### config.mk
export PLATFORM = sky130hd
export DESIGN_NAME = data_store_buffer
export DESIGN_NICKNAME = d
export VERILOG_FILES = /design/src/rtl/store_buffer_pkg.sv /design/src/rtl/store_fifo.sv /design/src/rtl/data_store_buffer.sv
export SDC_FILE = /design/constraint.sdc
export NUM_CORES = 1
export LEC_CHECK = 0
export CAP_MARGIN = 20
export CORE_MARGIN = 4
export CORE_UTILIZATION = 50
export CTS_CLUSTER_DIAMETER = 200
export DETAILED_ROUTE_END_ITERATION = 12
export GPL_TIMING_DRIVEN = 0
export PLACE_DENSITY_LB_ADDON = 0.08
export SKIP_LAST_GASP = 1
export SLEW_MARGIN = 20
export SYNTH_ARGS = -nofsm -noshare
export SYNTH_HDL_FRONTEND = slang
export SYNTH_SLANG_ARGS = --single-unit
export TNS_END_PERCENT = 5
### constraint.sdc
create_clock -name clk_i -period 8.55 [get_ports clk_i]
set_input_delay 1.71 -clock clk_i [delete_from_list [all_inputs] [get_ports clk_i]]
set_output_delay 1.71 -clock clk_i [all_outputs]
set_load 0.005 [all_outputs]
### src/rtl/store_buffer_pkg.sv
// store_buffer_pkg: shared FSM state, FIFO entry type and defaults for data_store_buffer.
package store_buffer_pkg;
  localparam int DEFAULT_DEPTH = 4;
  localparam int MAX_ADDR_W = 64;
  typedef enum logic [1:0] {IDLE, WRITE, READ} sb_state_t;
  typedef struct packed {
    logic [MAX_ADDR_W-1:0] addr;
    logic [31:0] data;
  } sb_entry_t;
endpackage

### src/rtl/store_fifo.sv
// store_fifo: circular buffer of pending stores; entries and read pointer are exposed for forwarding.
module store_fifo
  import store_buffer_pkg::*;
#(
  parameter int DEPTH = DEFAULT_DEPTH,
  localparam int PW = $clog2(DEPTH)
) (
  input  logic clk_i,
  input  logic rst_i,
  input  logic push,
  input  logic pop,
  input  sb_entry_t din,
  output sb_entry_t head,
  output logic full,
  output logic empty,
  output logic [PW:0] count,
  output logic [PW-1:0] rptr,
  output sb_entry_t entries [DEPTH]
);
  logic [PW-1:0] wptr;
  logic do_push, do_pop;
  assign full = count == (PW+1)'(DEPTH);
  assign empty = count == '0;
  assign do_push = push && !full;
  assign do_pop = pop && !empty;
  assign head = entries[rptr];
  always_ff @(posedge clk_i or posedge rst_i) begin
    if (rst_i) begin
      rptr <= '0;
      wptr <= '0;
      count <= '0;
    end else begin
      if (do_push) wptr <= wptr + 1'b1;
      if (do_pop) rptr <= rptr + 1'b1;
      count <= count + (PW+1)'(do_push) - (PW+1)'(do_pop);
    end
  end
  // Payload needs no reset: only slots inside [rptr, rptr+count) are ever read.
  always_ff @(posedge clk_i) begin
    if (do_push) entries[wptr] <= din;
  end
endmodule

### src/rtl/data_store_buffer.sv
// data_store_buffer: in-order store buffer between core and memory with a blocking load path.
// Define STORE_FWD_EN to let loads hit buffered stores and return the youngest match without a memory read.
module data_store_buffer
  import store_buffer_pkg::*;
#(
  parameter int DEPTH = DEFAULT_DEPTH,
  parameter int ADDR_W = 32,
  localparam int PW = $clog2(DEPTH)
) (
  input  logic clk_i,
  input  logic rst_i,
  input  logic [ADDR_W-1:0] data_addr_i,
  input  logic [31:0] write_data_i,
  input  logic mem_write_i,
  input  logic mem_read_i,
  output logic [31:0] read_data_o,
  output logic stall_o,
  output logic mem_req_o,
  output logic mem_we_o,
  output logic [ADDR_W-1:0] mem_addr_o,
  output logic [31:0] mem_wdata_o,
  input  logic mem_ack_i,
  input  logic [31:0] mem_rdata_i
);
  sb_state_t state, state_n;
  sb_entry_t din, head;
  sb_entry_t entries [DEPTH];
  logic full, empty, push, pop, load, rd_ack, fwd_hit;
  logic [PW:0] count;
  logic [PW-1:0] rptr;
  logic [31:0] fwd_data;
  logic [ADDR_W-1:0] word_addr;
  assign word_addr = {data_addr_i[ADDR_W-1:2], 2'b00};
  assign din = {MAX_ADDR_W'(word_addr), write_data_i};
  assign push = mem_write_i && !full;
  assign pop = state == WRITE && mem_ack_i;
  assign load = mem_read_i && !mem_write_i;
  assign rd_ack = state == READ && mem_ack_i;

  store_fifo #(.DEPTH(DEPTH)) u_fifo (
    .clk_i(clk_i),
    .rst_i(rst_i),
    .push(push),
    .pop(pop),
    .din(din),
    .head(head),
    .full(full),
    .empty(empty),
    .count(count),
    .rptr(rptr),
    .entries(entries)
  );

`ifdef STORE_FWD_EN
  // Walk oldest to youngest so the last match wins.
  always_comb begin
    fwd_hit = 1'b0;
    fwd_data = '0;
    for (int i = 0; i < DEPTH; i++) begin
      if (load && (PW+1)'(i) < count &&
          entries[rptr + PW'(i)].addr[ADDR_W-1:2] == data_addr_i[ADDR_W-1:2]) begin
        fwd_hit = 1'b1;
        fwd_data = entries[rptr + PW'(i)].data;
      end
    end
  end
`else
  assign fwd_hit = 1'b0;
  assign fwd_data = '0;
`endif

  always_ff @(posedge clk_i or posedge rst_i) begin
    if (rst_i) state <= IDLE;
    else state <= state_n;
  end

  // Leaving IDLE on a push keeps first-store latency at one cycle.
  always_comb begin
    state_n = state == IDLE ? ((!empty || push) ? WRITE : (load && !fwd_hit) ? READ : IDLE)
            : state == WRITE ? ((pop && count == (PW+1)'(1) && !push) ? IDLE : WRITE)
            : rd_ack ? IDLE : READ;
    stall_o = mem_write_i ? full : load && !fwd_hit && !rd_ack;
    mem_req_o = state != IDLE;
    mem_we_o = state == WRITE;
    mem_addr_o = state == WRITE ? head.addr[ADDR_W-1:0] : state == READ ? word_addr : '0;
    mem_wdata_o = state == WRITE ? head.data : '0;
    read_data_o = fwd_hit ? fwd_data : rd_ack ? mem_rdata_i : '0;
  end
endmodule

==> reports/results.ini <==
[worst_setup_path]
r2r_cells=9
crit_fanout=8
crit_path_frequent_cell=clkdlybuf4s50_1
path_cells=clkdlybuf4s50_1 -> a21boi_2 -> nor2_1 -> clkdlybuf4s50_1
cp_data_required_time_ns=6.84
critPathBufInv=2
cp-start-kind=primary input
critPathTopFamily=buffers and inverters
crit_arrival_ns=3.26
critPathKind=primary input to output port
slowest_delay_ns=0.52
critPathSlowestCell=clkdlybuf4s50_1
cp.depth=4
endpoint_kind=output port

[placement]
hpwlAfterDp_mm=14.3
port_buffers=194
gp_congestion=0.707

[run]
cap_violations=0

[clocking]
clock_sinks=257
cts-root-buf=clkbuf_16
cts_tree=yes
clock_latency_ns=0.51
clk_pin_slew_worst_paths_ns=0.06
post-cts-setup-buffer-count=0
htreeDepth=1
cts.path.max_buffers=3
cts_inserted_buffers=25
cts_hold_buf=0
cts.repair.resized=0

[yosys]
yosysTopAreaCellShare_pct=72.7
synthDistinctLibCells=31
synth_top_cell_by_area=edfxtp_1
ys_ff_latch=257
async_reset_ff_share_pct=3.50
synth_area_sq_um=10200
ys_seq_area_share_pct=74.9
synth.most_common_cell=edfxtp_1
syn_inst=491
synth.top_cells.by_area=edfxtp_1 (73%), mux4_2 (14%), a22o_1 (2.6%), and2_1 (2.2%), dfrtp_1 (2.2%)
ys_warn_count=0
ys_top_cells_by_count=edfxtp_1 (248), mux4_2 (62), and2_1 (36), and3_1 (32), a22o_1 (30)
synth_edf_count=248
syn_avg_cell_area_sq_um=20.9
synth_ff_type=edfxtp_1

[floorplanning]
floorplan.initialDensity_pct=50.8
die_area_sq_um=22800
fp.dieW_um=151
core_sq_um=20200
die_y_um=151
fp-row-count=52
ios=200

[power]
p_int_w=0.00323
cellPowerDensity_nw_per_um2=333
vdd_ir_drop_max_uv=270
pwr-share-seq_pct=38.8
swShare_pct=27.6
switching_power_w=0.00123
clkPwrFrac_pct=23.1
p_comb_share_pct=38.1
power_leakage_nw=4.61

[timing]
max_freq_mhz=201
tns_ns=0
drv_slew=0
worst_pin_slew_ns=0.619
fin_skew_ns=0.00848
slew_headroom_pct=58.7
rsz0062_at_grt=no
fin_crit_ns=4.97
setup_violations=0
finalHoldViolCount=0
post-route-period-util_pct=58.2
hold_slack_ns=0.528

[detailed_routing]
drtAntennaViolNets=0
first_pass_iters=4
drc=0
top_layer_used=met5
vias_per_cell=5.47
wl_met3_mm=1.20
vias=5511
drt_wl_total_mm=21.9
wl_met2_mm=11.3
post_drt_wl_per_cell_um=21.7
drtIter0Drc=306
routedLengthMet1_mm=9.06

[grt]
grt_max_degree=38
grt_pass1_vias=5816
antenna_found_initial=2
grt_pass1_wl_mm=33.3
grt_overflow=0
grt_usage_pct=19.1

[layout]
drive_gt1_share_pct=16.6
num-fill-cells=1384
syn_to_final_growth_pct=30.7
regArea_sq_um=7670
layout.nets=825
multi_input_area_sq_um=2360

[worst_hold_path]
worstHoldPathCells=1
hold_path.class=flip-flop to flip-flop

[run_status]
outcome=finished, final reports clean

cell type report:
| cell class | count | area share, % |
|---|---|---|
| antenna | 1 | 0.0187 |
| buffer | 33 | 1.45 |
| clock buffer | 32 | 4.87 |
| clock inverter | 14 | 0.860 |
| inverter | 8 | 0.224 |
| multi-input combinational | 194 | 17.6 |
| sequential | 257 | 57.3 |
| tap | 270 | 2.52 |
| timing repair buffer | 198 | 15.1 |
registers in the layout, indices dropped and copies added, names as in the netlist:
| register | cells |
|---|---|
| u_fifo.entries | 248 |
| u_fifo.wptr | 2 |
| u_fifo.count | 3 |
| u_fifo.rptr | 2 |
| state | 2 |
per-stage QoR:
| step | setup WS, ns | util (%) | power (W) | area [sq um] | std cells |
|---|---|---|---|---|---|
| final | 3.58 | 66.4 | 0.00446 | 13400 | 1007 |
| after CTS | 3.57 | 66.4 | 0.00453 | 13400 | 1006 |
| after global routing | 3.53 | 66.4 | 0.00471 | 13400 | 1007 |
| after floorplan | 4.50 | - | 0.00266 | 10200 | 492 |
| after detailed placement | 3.58 | 62.6 | 0.00349 | 12600 | 960 |
| after global placement | 2.76 | 62.1 | 0.00346 | 12500 | 956 |
worst reg2reg max path, cell delays in order, from the launching register on:
cell      delay, ns
dfrtp_1        0.43
nand2b_1       0.20
nor3b_1        0.36
ha_1           0.30
inv_1          0.07
ha_1           0.14
inv_1          0.06
fa_1           0.41
xnor2_1        0.15
xnor2_1        0.13
power by group through the flow:
stage	clock network, W	logic [W]	registers, W
finish	0.00103	0.00170	0.00173
global route	0.00111	0.00185	0.00175
CTS	0.00105	0.00174	0.00173
detailed placement	0	0.00173	0.00176
global placement	0	0.00169	0.00177
floorplan	0	0.000916	0.00175
path summary, 6_finish.rpt:
kind                                   end  slack [ns]   startpoint
min in group asynchronous         state[1]        1.46        rst_i
min reg2reg                       state[0]        0.53     state[1]
max in group asynchronous   u_fifo.rptr[1]        6.84        rst_i
max reg2reg                u_fifo.count[2]        6.18     state[1]
min                               state[0]        0.53     state[1]
max                                stall_o        3.58  mem_write_i
routing by layer:
layer / vias up / global-route usage [%]
met2: 145 / 32.0
met5: - / 0
met4: 2 / 3.81
met3: 25 / 3.62
li1: 2468 / -
met1: 2871 / 26.8
cells by family after synthesis:
family	after synthesis	share of synthesized area (%)
other	1	0.0366
DFF	257	74.9
AOI/OAI and AO/OA	36	2.92
muxes	63	13.7
xor gates and xnor gates	5	0.428
and+or+nand+nor	81	4.87
adders and majority gates	7	0.928
buffers and inverters	41	2.19
placed cells by master (no fill, tap or decap), types with 2 or more instances in the layout:
cell and instances:
a21oi_1 4, a22o_1 30, and2_1 32, and2_4 4, and3_1 32, buf_12 4
buf_2 8, buf_4 2, buf_6 7, bufinv_16 2, clkbuf_1 23, clkbuf_16 25
clkdlybuf4s50_1 194, clkinv_1 8, clkinv_2 4, conb_1 2, dfrtp_1 9, edfxtp_1 248
ha_1 6, inv_1 7, mux4_2 62, nor2_1 2, nor3_1 3, xnor2_1 3
xor2_1 2
Power figures use the tool's default switching activity.
